`config.mk`:
```
export PLATFORM = sky130hd
export DESIGN_NAME = mem_arbiter
export DESIGN_NICKNAME = d
export VERILOG_FILES = /design/src/rtl/mem_arbiter.sv
export SDC_FILE = /design/constraint.sdc
export NUM_CORES = 1
export LEC_CHECK = 0
export CORE_AREA = 3 3 210 212
export CTS_BUF_LIST = sky130_fd_sc_hd__clkbuf_2 sky130_fd_sc_hd__clkbuf_4 sky130_fd_sc_hd__clkbuf_8
export CTS_CLUSTER_SIZE = 12
export DETAILED_ROUTE_END_ITERATION = 7
export DIE_AREA = 0 0 213 215
export GPL_TIMING_DRIVEN = 0
export PLACE_DENSITY_LB_ADDON = 0.3
export SYNTH_ARGS = -nofsm -noshare
export SYNTH_HDL_FRONTEND = slang
export SYNTH_SLANG_ARGS = --single-unit
```
`constraint.sdc`:
```
create_clock -name clk -period 5.39 [get_ports clk]
set_clock_uncertainty 0.2 [all_clocks]
set_input_delay 0.8085 -clock clk [delete_from_list [all_inputs] [get_ports clk]]
set_output_delay 0.8085 -clock clk [all_outputs]
set_load 0.02 [all_outputs]
```
`src/rtl/mem_arbiter.sv`:
```
// mem_arbiter: two-requester (instruction I / data D) arbiter in front of a
// single shared memory port. One transaction is outstanding at a time:
// IDLE grants a requester and captures its fields, REQ presents the held
// request to memory, RSP routes the memory response back to the owner.
//
// Parameters:
//   ADDR_W  address width (default 64)
//   DATA_W  data width (default 64); byte mask width is DATA_W/8
//
// Ports:
//   clk, rst                      clock, synchronous active-high reset
//   i_req_*/i_rsp_*               instruction side (read-only requests)
//   d_req_*/d_rsp_*               data side (reads and masked writes)
//   m_req_*/m_rsp_*               shared memory port (one response per request)
//
// Build option:
//   ARB_ROUND_ROBIN_EN  when defined, simultaneous I/D requests alternate
//                       (D first after reset); otherwise D has fixed priority.
module mem_arbiter #(
  parameter int unsigned ADDR_W = 64,
  parameter int unsigned DATA_W = 64
) (
  input  logic                clk,
  input  logic                rst,
  input  logic                i_req_valid,
  output logic                i_req_ready,
  input  logic [ADDR_W-1:0]   i_req_addr,
  output logic                i_rsp_valid,
  input  logic                i_rsp_ready,
  output logic [DATA_W-1:0]   i_rsp_data,
  input  logic                d_req_valid,
  output logic                d_req_ready,
  input  logic                d_req_we,
  input  logic [ADDR_W-1:0]   d_req_addr,
  input  logic [DATA_W-1:0]   d_req_wdata,
  input  logic [DATA_W/8-1:0] d_req_wmask,
  output logic                d_rsp_valid,
  input  logic                d_rsp_ready,
  output logic [DATA_W-1:0]   d_rsp_data,
  output logic                m_req_valid,
  input  logic                m_req_ready,
  output logic                m_req_we,
  output logic [ADDR_W-1:0]   m_req_addr,
  output logic [DATA_W-1:0]   m_req_wdata,
  output logic [DATA_W/8-1:0] m_req_wmask,
  input  logic                m_rsp_valid,
  output logic                m_rsp_ready,
  input  logic [DATA_W-1:0]   m_rsp_data
);

  typedef enum logic [1:0] {IDLE, REQ, RSP} state_t;
  typedef enum logic {OWN_I, OWN_D} owner_t;

  state_t                state_q, state_d;
  owner_t                owner_q;
  logic                  we_q;
  logic [ADDR_W-1:0]     addr_q;
  logic [DATA_W-1:0]     wdata_q;
  logic [DATA_W/8-1:0]   wmask_q;
  logic                  grant_i, grant_d;
  logic                  rsp_active;

`ifdef ARB_ROUND_ROBIN_EN
  owner_t                last_owner_q;
`endif

  // Grant decision; only meaningful in IDLE and suppressed during reset so
  // that no ready is ever seen while rst is high.
  always_comb begin
    grant_i = 1'b0;
    grant_d = 1'b0;
    if (!rst && state_q == IDLE) begin
`ifdef ARB_ROUND_ROBIN_EN
      if (i_req_valid && d_req_valid) begin
        grant_d = (last_owner_q == OWN_I);
        grant_i = !grant_d;
      end else begin
        grant_d = d_req_valid;
        grant_i = i_req_valid;
      end
`else
      grant_d = d_req_valid;
      grant_i = i_req_valid && !d_req_valid;
`endif
    end
  end

  // Next state and outputs.
  always_comb begin
    state_d     = state_q;
    i_req_ready = grant_i;
    d_req_ready = grant_d;
    m_req_valid = !rst && (state_q == REQ);
    rsp_active  = !rst && (state_q == RSP);
    m_rsp_ready = 1'b0;
    i_rsp_valid = 1'b0;
    d_rsp_valid = 1'b0;
    if (rsp_active) begin
      if (owner_q == OWN_D) begin
        m_rsp_ready = d_rsp_ready;
        d_rsp_valid = m_rsp_valid;
      end else begin
        m_rsp_ready = i_rsp_ready;
        i_rsp_valid = m_rsp_valid;
      end
    end
    unique case (state_q)
      IDLE:    if (grant_i || grant_d) state_d = REQ;
      REQ:     if (m_req_ready) state_d = RSP;
      RSP:     if (m_rsp_valid && m_rsp_ready) state_d = IDLE;
      default: state_d = IDLE;
    endcase
  end

  // Response data is simply forwarded; only the owner's valid qualifies it.
  assign i_rsp_data  = m_rsp_data;
  assign d_rsp_data  = m_rsp_data;
  assign m_req_we    = we_q;
  assign m_req_addr  = addr_q;
  assign m_req_wdata = wdata_q;
  assign m_req_wmask = wmask_q;

  always_ff @(posedge clk) begin
    if (rst) begin
      state_q      <= IDLE;
      owner_q      <= OWN_I;
      we_q         <= 1'b0;
      addr_q       <= '0;
      wdata_q      <= '0;
      wmask_q      <= '0;
`ifdef ARB_ROUND_ROBIN_EN
      last_owner_q <= OWN_I;
`endif
    end else begin
      state_q <= state_d;
      if (grant_d) begin
        owner_q <= OWN_D;
        we_q    <= d_req_we;
        addr_q  <= d_req_addr;
        wdata_q <= d_req_wdata;
        wmask_q <= d_req_wmask;
      end else if (grant_i) begin
        owner_q <= OWN_I;
        we_q    <= 1'b0;
        addr_q  <= i_req_addr;
        wdata_q <= '0;
        wmask_q <= '0;
      end
`ifdef ARB_ROUND_ROBIN_EN
      if (grant_d)      last_owner_q <= OWN_D;
      else if (grant_i) last_owner_q <= OWN_I;
`endif
    end
  end

endmodule

```
==> results.md <==
* Post-cts hold buffer count at 0
* Vias per cell at 3.80
* Global route hottest layer: met2
* Global-route wire length before repair at 42000 um
* ANT nets after route at 0
* Hold_ws at 0.275 ns
* Gpl congestion at 0.732
* Reg2reg path depth at 6
* Post-route DRC violation count at 0
* Clock Power Share at 0.316
* Post-DP HPWL at 24000 um
* Max clock buf depth at 2
* Grt ovf at 0
* Cells after Synth at 605
* Core ar. at 42100 um2
* Arrival time at the worst endpoint at 3.88 ns
* Largest net degree at the start of global routing at 17
* Skew-Pair Late Insertion Delay at 0.49 ns
* Post-cts resize count at 0
* IO Pins at 544
* Die height at 215 um
* Number of synthesized flops with an enable pin at 0
* Layout overhead on the synthesized area at 96.5%
* Final Hold Vio Count at 0
* Normalized max-slew margin at 0.326
* DR WL/cell at 18.0 um
* Post-Place Cell Area at 11600 um2
* Max VDD drop at 0.105 mV
* Initial DRC Count at 215
* Asr flop ratio synth at 0
* FILL cells at 4475
* Routed via count at 6275
* PwrDens at 254 nW/um2
* Synth Net Count at 878
* Syn. warnings at 0
* Distinct cells, synth at 26
* Crit Path Class: in2out
* Clk pin slew, worst setup/hold paths at 0.07 ns
* Status: finished, final reports clean
* Synthesized area per cell at 10.1 um2
* HP Class: reg2reg
* H-tree levels at 4
* Final std cells w/o fill at 1653
* Nets at 1376
* GR Util met1 at 0.125
* Switching share of power at 0.296
* Highest Clock Rate at 205 MHz
* Switching Power at 905 uW
* Wirelength, routed at 29700 um
* Synth Flop Type: dfxtp_1
* Post-synth top area cell: dfxtp_1
* # rows at 75
* Postcts setup bufs at 0
* Sink Count at 140
* Comb power frac at 0.302
* CP Max Fanout at 10
* Reg power frac at 0.382
* Crit path launch type: primary input
* Die width at 213 um
* Share of cells above drive strength 1 at 0.173
* WP data required at 4.38 ns
* Placed Cells at 1623
* Antenna violations before repair at 3
* Internal at 2150 uW
* Initial Util at 0.145
* Clock Root Buffer: clkbuf_8
* Sequential fraction of the synthesis area at 0.459
* Drt pass-1 iters at 4
* Final setup fails at 0
* Fin. max-slew vios at 0
* Yosys reg bits at 140
* Mapped Area at 6110 um2
* TritonCTS Buffers at 17
* # diodes at 0
* Slew at the pin with the worst max-slew slack at 1.01 ns
* Minimum clock period after layout at 4.89 ns
* M3 GR Usage at 0.0585
* Setup tns final at 0 ns
* CTS tree: done
* Met2 Use GR at 0.223
* Synth area leaders: dfxtp_1 (46%), buf_4 (16%), o221a_1 (11%)
* Max-cap violations at 0
* PortBufs at 479
* Die area at 45800 um2
* Setup repair after global routing missed its margin: no
* Total GRT Usage at 0.124
* Most frequent cells in the layout: clkdlybuf4s50_1 (479), dfxtp_1 (140), buf_4 (134), a22o_1 (73), a21oi_1 (66)
* Crit end category: primary output
* Commonest non-fill, non-tap cell in the layout: clkdlybuf4s50_1
* Top cell type's share of synthesized area at 0.459
* Post-route cell area at 12000 um2
* Vias in the first global route at 6659
* Leakage at 0.00490 uW
* Hold Path Depth at 1
* Period utilization at 0.907
==> cell type report <==
type | instances | area [um2] | share of cell area
Multi-Input combinational cell | 228 | 1850 | 0.154
Sequential cell | 140 | 2800 | 0.233
Clock buffer | 19 | 262 | 0.0218
Timing Repair Buffer | 479 | 4790 | 0.399
Buffer | 172 | 1220 | 0.102
Inverter | 65 | 244 | 0.0203
Tap cell | 539 | 674 | 0.0561
Clock inverter | 11 | 169 | 0.0141
==> metrics by stage <==
step	worst slack [ns]	total power (uW)	util
5_1_grt	0.290	3200	0.285
3_3_place_gp	0.314	2120	0.275
3_5_place_dp	0.271	2120	0.275
2_1_floorplan	2.53	1610	-
4_1_cts	0.268	3120	0.285
6_report	0.500	3050	0.285
==> flip-flops by register name (all words and copies together), names as in the netlist <==
signal       flops
m_req_addr      64
m_req_wdata     64
m_req_we         1
m_req_wmask      8
owner_q          1
state_q          2
==> metal layers <==
metal,wire (um),part of all wire
met5,13,0.00044
met2,14900,0.50
met4,550,0.019
met3,3370,0.11
met1,10800,0.36
==> synth_stat cells (3+ instances only) <==
cell type	count
o221a_1	59
nor2_1	3
a21oi_1	66
buf_6	7
o221a_2	4
inv_1	65
buf_4	134
buf_2	15
clkbuf_1	16
nor3b_1	4
dfxtp_1	140
a22o_1	73
nand2_1	4
==> path summary, 6_finish.rpt <==
path	slack [ns]	to	start
setup / recovery	0.50	m_rsp_ready	rst
hold / removal	0.28	m_req_wdata[23]	m_req_wdata[23]
setup reg to reg	3.21	m_req_wdata[2]	state_q[1]
hold reg to reg	0.28	m_req_wdata[23]	m_req_wdata[23]
==> power by group through the flow <==
| stage | logic (uW) | clock network, uW | registers, uW |
|---|---|---|---|
| after floorplan | 324 | 0 | 1280 |
| after global placement | 933 | 0 | 1190 |
| after detailed placement | 936 | 0 | 1190 |
| after CTS | 939 | 1010 | 1170 |
| after global routing | 981 | 1040 | 1180 |
| final | 923 | 965 | 1170 |
==> cell families (layout without fill, tap and decap cells) <==
| logic type | after synthesis | in the layout | share of synthesized area |
|---|---|---|---|
| AOI/OAI and AO/OA | 206 | 206 | 0.279 |
| buffers and inverters | 237 | 746 | 0.240 |
| DFF | 140 | 140 | 0.459 |
| muxes | 1 | 1 | 0.00164 |
| and+or+nand+nor | 21 | 21 | 0.0211 |
==> critical path, cell delays in order <==
cell and delay, ns:
clkdlybuf4s50_1 0.47, clkbuf_1 0.74, clkbuf_1 0.82, nor3b_1 0.23, nor2b_1 0.25, clkdlybuf4s50_1 0.56
Note: power is estimated with default switching activity, not from simulation.
